===== config.mk =====
export PLATFORM = sky130hd
export DESIGN_NAME = exe_muldiv_seq_flat
export DESIGN_NICKNAME = d
export VERILOG_FILES = /design/src/rtl/exe_muldiv_seq_if.sv /design/src/rtl/exe_muldiv_seq.sv /design/src/flat_wrapper.sv
export SDC_FILE = /design/constraint.sdc
export NUM_CORES = 2
export LEC_CHECK = 0
export CORE_MARGIN = 3
export CORE_UTILIZATION = 35
export CTS_CLUSTER_SIZE = 30
export DETAILED_ROUTE_END_ITERATION = 16
export SLEW_MARGIN = 5
export SYNTH_ARGS = -nofsm -noshare
export SYNTH_HDL_FRONTEND = slang
export SYNTH_SLANG_ARGS = --single-unit
export TNS_END_PERCENT = 20

===== constraint.sdc =====
create_clock -name clk -period 17.37 [get_ports clk]
set_input_delay 2.6055 -clock clk [delete_from_list [all_inputs] [get_ports clk]]
set_output_delay 2.6055 -clock clk [all_outputs]
set_load 0.1 [all_outputs]

===== src/rtl/exe_muldiv_seq_if.sv =====
// Request/response bundle between the EXE-stage issue logic and the
// multi-cycle multiply/divide sequencer.
interface exe_muldiv_seq_if #(
  parameter int XLEN = 64
);
  logic            flush;
  logic            in_valid;
  logic            in_ready;
  logic [2:0]      op;
  logic            word;
  logic [XLEN-1:0] src1;
  logic [XLEN-1:0] src2;
  logic            out_valid;
  logic            out_ready;
  logic [XLEN-1:0] result;
  logic            busy;

  // Pipeline side: issues operations, consumes results.
  modport master (
    output flush, in_valid, op, word, src1, src2, out_ready,
    input  in_ready, out_valid, result, busy
  );

  // Sequencer side.
  modport slave (
    input  flush, in_valid, op, word, src1, src2, out_ready,
    output in_ready, out_valid, result, busy
  );
endinterface


===== src/rtl/exe_muldiv_seq.sv =====
// Multi-cycle RV64M multiply/divide sequencer. One shift-add multiply or
// restoring-divide step per cycle; the finished, sign-corrected result is
// held in DONE until the writeback stage takes it.
module exe_muldiv_seq #(
  parameter int XLEN = 64
) (
  input logic            clk,
  input logic            rst,
  exe_muldiv_seq_if.slave bus
);
  localparam int CW = $clog2(XLEN);

  localparam logic [2:0] OP_MUL    = 3'd0;
  localparam logic [2:0] OP_MULH   = 3'd1;
  localparam logic [2:0] OP_MULHSU = 3'd2;
  localparam logic [2:0] OP_DIV    = 3'd4;
  localparam logic [2:0] OP_REM    = 3'd6;

  typedef enum logic [1:0] {S_IDLE, S_CALC, S_DONE} state_t;

  state_t          r_state, w_state_nxt;
  logic [XLEN-1:0] r_hi, r_lo, r_b, r_result;
  logic [CW-1:0]   r_cnt;
  logic [2:0]      r_op;
  logic            r_word, r_neg_q, r_neg_r;

  function automatic logic [XLEN-1:0] sx32(input logic [31:0] v);
    return {{(XLEN-32){v[31]}}, v};
  endfunction

  // ---------------- operand decode (used only on accept) ----------------
  logic            w_sgn1, w_sgn2, w_is_div, w_is_rem, w_n1, w_n2;
  logic            w_div0, w_ovf, w_special, w_accept;
  logic [XLEN-1:0] w_a, w_b, w_mag1, w_mag2, w_min, w_dividend, w_spec_res;

  assign w_sgn1   = (bus.op == OP_MULH) || (bus.op == OP_MULHSU) ||
                    (bus.op == OP_DIV)  || (bus.op == OP_REM);
  assign w_sgn2   = (bus.op == OP_MULH) || (bus.op == OP_DIV) || (bus.op == OP_REM);
  assign w_is_div = bus.op[2];
  assign w_is_rem = bus.op[1];
  assign w_a      = bus.word ? {{(XLEN-32){w_sgn1 & bus.src1[31]}}, bus.src1[31:0]} : bus.src1;
  assign w_b      = bus.word ? {{(XLEN-32){w_sgn2 & bus.src2[31]}}, bus.src2[31:0]} : bus.src2;
  assign w_n1     = w_sgn1 & w_a[XLEN-1];
  assign w_n2     = w_sgn2 & w_b[XLEN-1];
  assign w_mag1   = w_n1 ? -w_a : w_a;
  assign w_mag2   = w_n2 ? -w_b : w_b;
  assign w_min    = bus.word ? {{(XLEN-31){1'b1}}, 31'b0} : {1'b1, {(XLEN-1){1'b0}}};
  assign w_div0   = w_is_div && (w_b == '0);
  assign w_ovf    = w_is_div && w_sgn1 && (w_a == w_min) && (w_b == '1);
  assign w_special  = w_div0 | w_ovf;
  assign w_dividend = bus.word ? sx32(w_a[31:0]) : w_a;
  assign w_spec_res = w_div0 ? (w_is_rem ? w_dividend : '1)
                             : (w_is_rem ? '0 : w_dividend);
  assign w_accept = bus.in_valid && (r_state == S_IDLE) && !bus.flush;

  // ---------------- one iteration step ----------------
  // Multiply: {hi,lo} shifts right; hi accumulates the multiplicand when lo[0]=1.
  logic [XLEN:0]   w_msum, w_shift;
  logic [XLEN-1:0] w_mhi, w_mlo, w_dhi, w_dlo, w_dsub, w_hi_n, w_lo_n;
  logic            w_ge;

  assign w_msum = {1'b0, r_hi} + (r_lo[0] ? {1'b0, r_b} : '0);
  assign w_mhi  = w_msum[XLEN:1];
  assign w_mlo  = {w_msum[0], r_lo[XLEN-1:1]};
  // Divide: shift the next dividend bit into the partial remainder, subtract if it fits.
  assign w_shift = {r_hi, r_lo[XLEN-1]};
  assign w_ge    = (w_shift >= {1'b0, r_b});
  assign w_dsub  = w_shift[XLEN-1:0] - r_b;
  assign w_dhi   = w_ge ? w_dsub : w_shift[XLEN-1:0];
  assign w_dlo   = {r_lo[XLEN-2:0], w_ge};
  assign w_hi_n  = r_op[2] ? w_dhi : w_mhi;
  assign w_lo_n  = r_op[2] ? w_dlo : w_mlo;

  // ---------------- final result from the last step ----------------
  // A W multiply runs 32 steps, so its 64-bit product sits 32 bits up in {hi,lo}.
  logic [2*XLEN-1:0] w_prod, w_prod_s;
  logic [XLEN-1:0]   w_mul_res, w_quo, w_rem, w_div_res, w_calc_res;

  assign w_prod    = r_word ? {{XLEN{1'b0}}, w_hi_n[31:0], w_lo_n[XLEN-1:32]} : {w_hi_n, w_lo_n};
  assign w_prod_s  = r_neg_q ? -w_prod : w_prod;
  assign w_mul_res = (r_op == OP_MUL)
                   ? (r_word ? sx32(w_prod_s[31:0])  : w_prod_s[XLEN-1:0])
                   : (r_word ? sx32(w_prod_s[63:32]) : w_prod_s[2*XLEN-1:XLEN]);
  assign w_quo      = r_neg_q ? -w_lo_n : w_lo_n;
  assign w_rem      = r_neg_r ? -w_hi_n : w_hi_n;
  assign w_div_res  = r_word ? sx32(r_op[1] ? w_rem[31:0] : w_quo[31:0])
                             : (r_op[1] ? w_rem : w_quo);
  assign w_calc_res = r_op[2] ? w_div_res : w_mul_res;

  // State register.
  always_ff @(posedge clk) begin
    // NOTE: reset is synchronous: it is just the highest-priority branch sampled on the clock edge.
    if (!rst) r_state <= S_IDLE;
    else      r_state <= w_state_nxt;
  end

  // Next-state logic; flush returns to IDLE from anywhere.
  always_comb begin
    // NOTE: default assignment first so no path leaves w_state_nxt unassigned (no latch).
    w_state_nxt = r_state;
    if (bus.flush) begin
      w_state_nxt = S_IDLE;
    end else begin
      unique case (r_state)
        S_IDLE: if (bus.in_valid)   w_state_nxt = w_special ? S_DONE : S_CALC;
        S_CALC: if (r_cnt == '0)    w_state_nxt = S_DONE;
        S_DONE: if (bus.out_ready)  w_state_nxt = S_IDLE;
        default:                    w_state_nxt = S_IDLE;
      endcase
    end
  end

  // Handshake outputs decoded from the state.
  always_comb begin
    bus.in_ready  = (r_state == S_IDLE);
    bus.out_valid = (r_state == S_DONE);
    bus.busy      = (r_state != S_IDLE);
    bus.result    = r_result;
  end

  // Datapath: latch operands on accept, iterate in CALC, capture the result on entry to DONE.
  always_ff @(posedge clk) begin
    // NOTE: non-blocking assignments so every register samples pre-edge values.
    if (!rst) begin
      r_hi     <= '0;
      r_lo     <= '0;
      r_b      <= '0;
      r_cnt    <= '0;
      r_op     <= '0;
      r_word   <= 1'b0;
      r_neg_q  <= 1'b0;
      r_neg_r  <= 1'b0;
      r_result <= '0;
    end else if (w_accept) begin
      r_op    <= bus.op;
      r_word  <= bus.word;
      r_neg_q <= w_n1 ^ w_n2;
      r_neg_r <= w_n1;
      r_hi    <= '0;
      r_b     <= w_is_div ? w_mag2 : w_mag1;
      r_lo    <= w_is_div ? (bus.word ? (w_mag1 << 32) : w_mag1) : w_mag2;
      r_cnt   <= bus.word ? CW'(31) : CW'(XLEN-1);
      if (w_special) r_result <= w_spec_res;
    end else if (r_state == S_CALC && !bus.flush) begin
      r_hi <= w_hi_n;
      r_lo <= w_lo_n;
      if (r_cnt == '0) r_result <= w_calc_res;
      else             r_cnt    <= r_cnt - CW'(1);
    end
  end
endmodule

===== src/flat_wrapper.sv =====
// flat-port wrapper written by rule: the top's interface ports become plain ports
module exe_muldiv_seq_flat 
#(
  parameter int XLEN = 64
)
  (clk, rst, bus_flush, bus_in_valid, bus_op, bus_word, bus_src1, bus_src2, bus_out_ready, bus_in_ready, bus_out_valid, bus_result, bus_busy);
  exe_muldiv_seq_if #(.XLEN(XLEN)) bus_i ();
  input logic clk;
  input logic rst;
  input wire logic [$bits(bus_i.flush)-1:0] bus_flush;
  input wire logic [$bits(bus_i.in_valid)-1:0] bus_in_valid;
  input wire logic [$bits(bus_i.op)-1:0] bus_op;
  input wire logic [$bits(bus_i.word)-1:0] bus_word;
  input wire logic [$bits(bus_i.src1)-1:0] bus_src1;
  input wire logic [$bits(bus_i.src2)-1:0] bus_src2;
  input wire logic [$bits(bus_i.out_ready)-1:0] bus_out_ready;
  output wire logic [$bits(bus_i.in_ready)-1:0] bus_in_ready;
  output wire logic [$bits(bus_i.out_valid)-1:0] bus_out_valid;
  output wire logic [$bits(bus_i.result)-1:0] bus_result;
  output wire logic [$bits(bus_i.busy)-1:0] bus_busy;
  assign bus_i.flush = bus_flush;
  assign bus_i.in_valid = bus_in_valid;
  assign bus_i.op = bus_op;
  assign bus_i.word = bus_word;
  assign bus_i.src1 = bus_src1;
  assign bus_i.src2 = bus_src2;
  assign bus_i.out_ready = bus_out_ready;
  assign bus_in_ready = bus_i.in_ready;
  assign bus_out_valid = bus_i.out_valid;
  assign bus_result = bus_i.result;
  assign bus_busy = bus_i.busy;
  exe_muldiv_seq #(.XLEN(XLEN)) u_core (.clk(clk), .rst(rst), .bus(bus_i));
endmodule

==> impl_metrics.tcl <==
set metrics [dict create \
    cp_max_fo 40 \
    hp-start "u_core.r_b[56]" \
    power_leakage_nw 15.4 \
    hp-class "register to register" \
    synth_area_leaders "dfxtp_1, a21oi_1, o21ai_0, nand2_1, nor2_1" \
    peakVddDrop_mv 0.0617 \
    cp_data_required_time_ns 17.85 \
    dieArea_mm2 0.113 \
    via_count 49200 \
    drt_first_pass_iters 9 \
    power_frac_comb_pct 53.8 \
    root_buffer "clkbuf_16" \
    postCtsHoldBufs 0 \
    synth_area_mm2 0.0382 \
    clock_path_buffers 3 \
    crit_arrival_ns 8.87 \
    cp_slowest_cell "nor4_2" \
    syn_avg_cell_area_um2 6.67 \
    drt_iter0_drc 7413 \
    cts_tree "yes" \
    clk_latency_ns 0.62 \
    synthCells 5719 \
    place_inst 7062 \
    rsz0062_at_grt "no" \
    ys_seq_area_share_pct 14.2 \
    internal_power_mw 1.57 \
    critPathMaxStageDelay_ns 0.87 \
    period_needed_ns 8.39 \
    post_cts_buffers 0 \
    syn_to_final_growth_pct 12.0 \
    r2r_slack_ns 8.98 \
    drcViolationCount 0 \
    hold_viol 0 \
    r2r_cells 19 \
    ant_nets 0 \
    worst-path-buf-inv 3 \
    core_mm2 0.108 \
    clock_sinks 270 \
    timing.fmax_mhz 119 \
    num-nets-final 5974 \
    clk_pin_slew_ns 0.06 \
    gr-total-overflow 0 \
    synth_top_area_share_pct 14.2 \
    io_buffers 203 \
    htreeDepth 2 \
    num_rows 120 \
    cts_resized 0 \
    setup_tns_ns 0 \
    avgViaCountPerCell 6.89 \
    endpoint_kind "register" \
    skew_ns 0.0310 \
    power_switching_mw 1.69 \
    maxSlewHeadroom_pct 2.38 \
    antenna_found_initial 27 \
    io_pins 204 \
    final-setup-viol-count 0 \
    p_per_area_mw_per_mm2 76.3 \
    grt_max_degree 112 \
    hpwl_um 196000 \
    r2r-start "u_core.r_b[1]" \
    slew_violations 0 \
    grtUsageTotal_pct 41.8 \
    die_y_um 336 \
    worst_slew_pin_slew_ns 1.42 \
    period_share_pct 48.3 \
    critical_path_class "register to register" \
    drt_wl_total_um 247000 \
    synth.net_count 5993 \
    synth-seq-cells 270 \
    path_delay_family "compound AO/OA/AOI/OAI gates" \
    yosysUniqueCellTypes 116 \
    die_w_um 336 \
    startpoint_type "register" \
    clkPwrFrac_pct 24.7 \
    async_flop_share_pct 0 \
    initial_core_util_pct 35.4 \
    path_cells "inv_1 > ha_1 > nor2b_1 > o2111ai_1 > a21boi_2 > o311ai_2 > a211o_1 > buf_4 > nand2_1 > buf_4 > o221a_2 > nor4_2 > nand4_1 > o41ai_1 > xnor2_1 > o211ai_2 > and2_1 > o311ai_0 > o221a_2" \
    cts-buffers-inserted 38 \
    rr_endpoint "u_core.bus.result[48]" \
    synth_edf_count 0 \
    cap_violations 0 \
    grt_pass1_vias 44400 \
    p_seq_share_pct 21.5 \
    outcome "completed" \
    ys.flop_type "dfxtp_1" \
    hold_depth 2 \
    yosys_warnings 0 \
    synth_most_common_cell "nand2_1" \
    synthTopCellsByCount "nand2_1, nor2_1, a21oi_1" \
    gp_congestion 1.12 \
    yosysTopAreaCell "dfxtp_1" \
    stdcell_count 7140 \
    avgRoutedWirePerCell_um 34.6 \
    grt_pass1_wl_um 340000 \
    layout-drive-gt1-share_pct 6.51 \
    p_sw_share_pct 51.7 \
    hold_path_end "u_core.r_b[56]" \
]
[metrics by stage]
stage               util (%)  cell area (µm²)  power (mW)  hold slack, ns  worst slack [ns]
floorplan                  -            38200        1.64           0.449             10.88
global placement        38.5            41500        2.36           0.469              8.62
detailed placement      38.5            41500        2.36           0.479              9.02
CTS                     39.7            42700        3.16           0.484              9.34
global route            39.7            42700        3.31           0.509              8.87
finish                  39.7            42700        3.26           0.489              8.98
[how the worst max path moves through the flow]
stage,end,cells past startpoint,startpoint,slack (ns)
after floorplan,u_core.bus.result[54],27,u_core.r_op[2],10.88
after global placement,u_core.r_b[61],16,bus_src1[8],8.62
after detailed placement,u_core.bus.result[48],13,bus_src2[3],9.02
after CTS,u_core.bus.result[48],19,u_core.r_b[1],9.34
after global routing,u_core.bus.result[48],19,u_core.r_b[1],8.87
final,u_core.bus.result[48],19,u_core.r_b[1],8.98
[layout make-up]
type	count	area, µm²
fillers	11600	64900
multi-input cells	4905	30700
flip-flops and latches	270	5420
repair buffers	341	3080
well taps	1403	1760
clock buffers	48	1020
inverters	144	541
clock inverters	21	200
diodes	8	20.0
[tightest hold or removal path: stages, from the launching register on]
cell	delay (ns)
dfxtp_1	0.32
nand2_1	0.05
a21boi_0	0.06
[sequential cells by signal, indices dropped and copies added (netlist names)]
signal	flops
u_core.r_b	64
u_core.r_state	2
u_core.r_hi	64
u_core.bus.result	64
u_core.r_word	1
u_core.r_cnt	6
u_core.r_op	3
u_core.r_neg_r	1
u_core.r_neg_q	1
u_core.r_lo	64
[layout by cell type (no fill, tap or decap), types with 137 or more instances in the layout]
master and count:
nor2_1 577, clkdlybuf4s50_1 200, nor3_1 161, a21oi_1 573, inv_1 141, nand2_1 609
o21ai_0 498, dfxtp_1 264, buf_4 137, xnor2_1 246
[per-layer routing]
layer / up-vias / routed length, µm / global-route usage (%)
li1: 21200 / - / -
met1: 23400 / 91300 / 50.7
met2: 3632 / 99800 / 60.7
met3: 932 / 30900 / 13.0
met4: 16 / 25100 / 33.5
met5: - / 316 / 1.45
[power by group through the flow]
| stage | clock, mW | sequential [mW] | combinational [mW] |
|---|---|---|---|
| after floorplan | 0 | 0.714 | 0.925 |
| after global placement | 0 | 0.709 | 1.65 |
| after detailed placement | 0 | 0.710 | 1.65 |
| after CTS | 0.809 | 0.697 | 1.65 |
| after global routing | 0.828 | 0.701 | 1.79 |
| final | 0.804 | 0.702 | 1.76 |
[logic make-up (layout without fill, tap and decap cells)]
| kind of cell | after synthesis | in the layout | share of synthesized area, % |
|---|---|---|---|
| AOI/OAI and AO/OA | 2081 | 2081 | 35.2 |
| xor gates and xnor gates | 374 | 374 | 8.58 |
| adders and majority gates | 160 | 160 | 5.13 |
| buffers and inverters | 544 | 554 | 5.64 |
| DFF | 270 | 270 | 14.2 |
| muxes | 139 | 139 | 4.15 |
| other | 0 | 8 | 0 |
| and+or+nand+nor | 2151 | 2151 | 27.2 |
No activity file was read; power rests on OpenSTA's default activity.
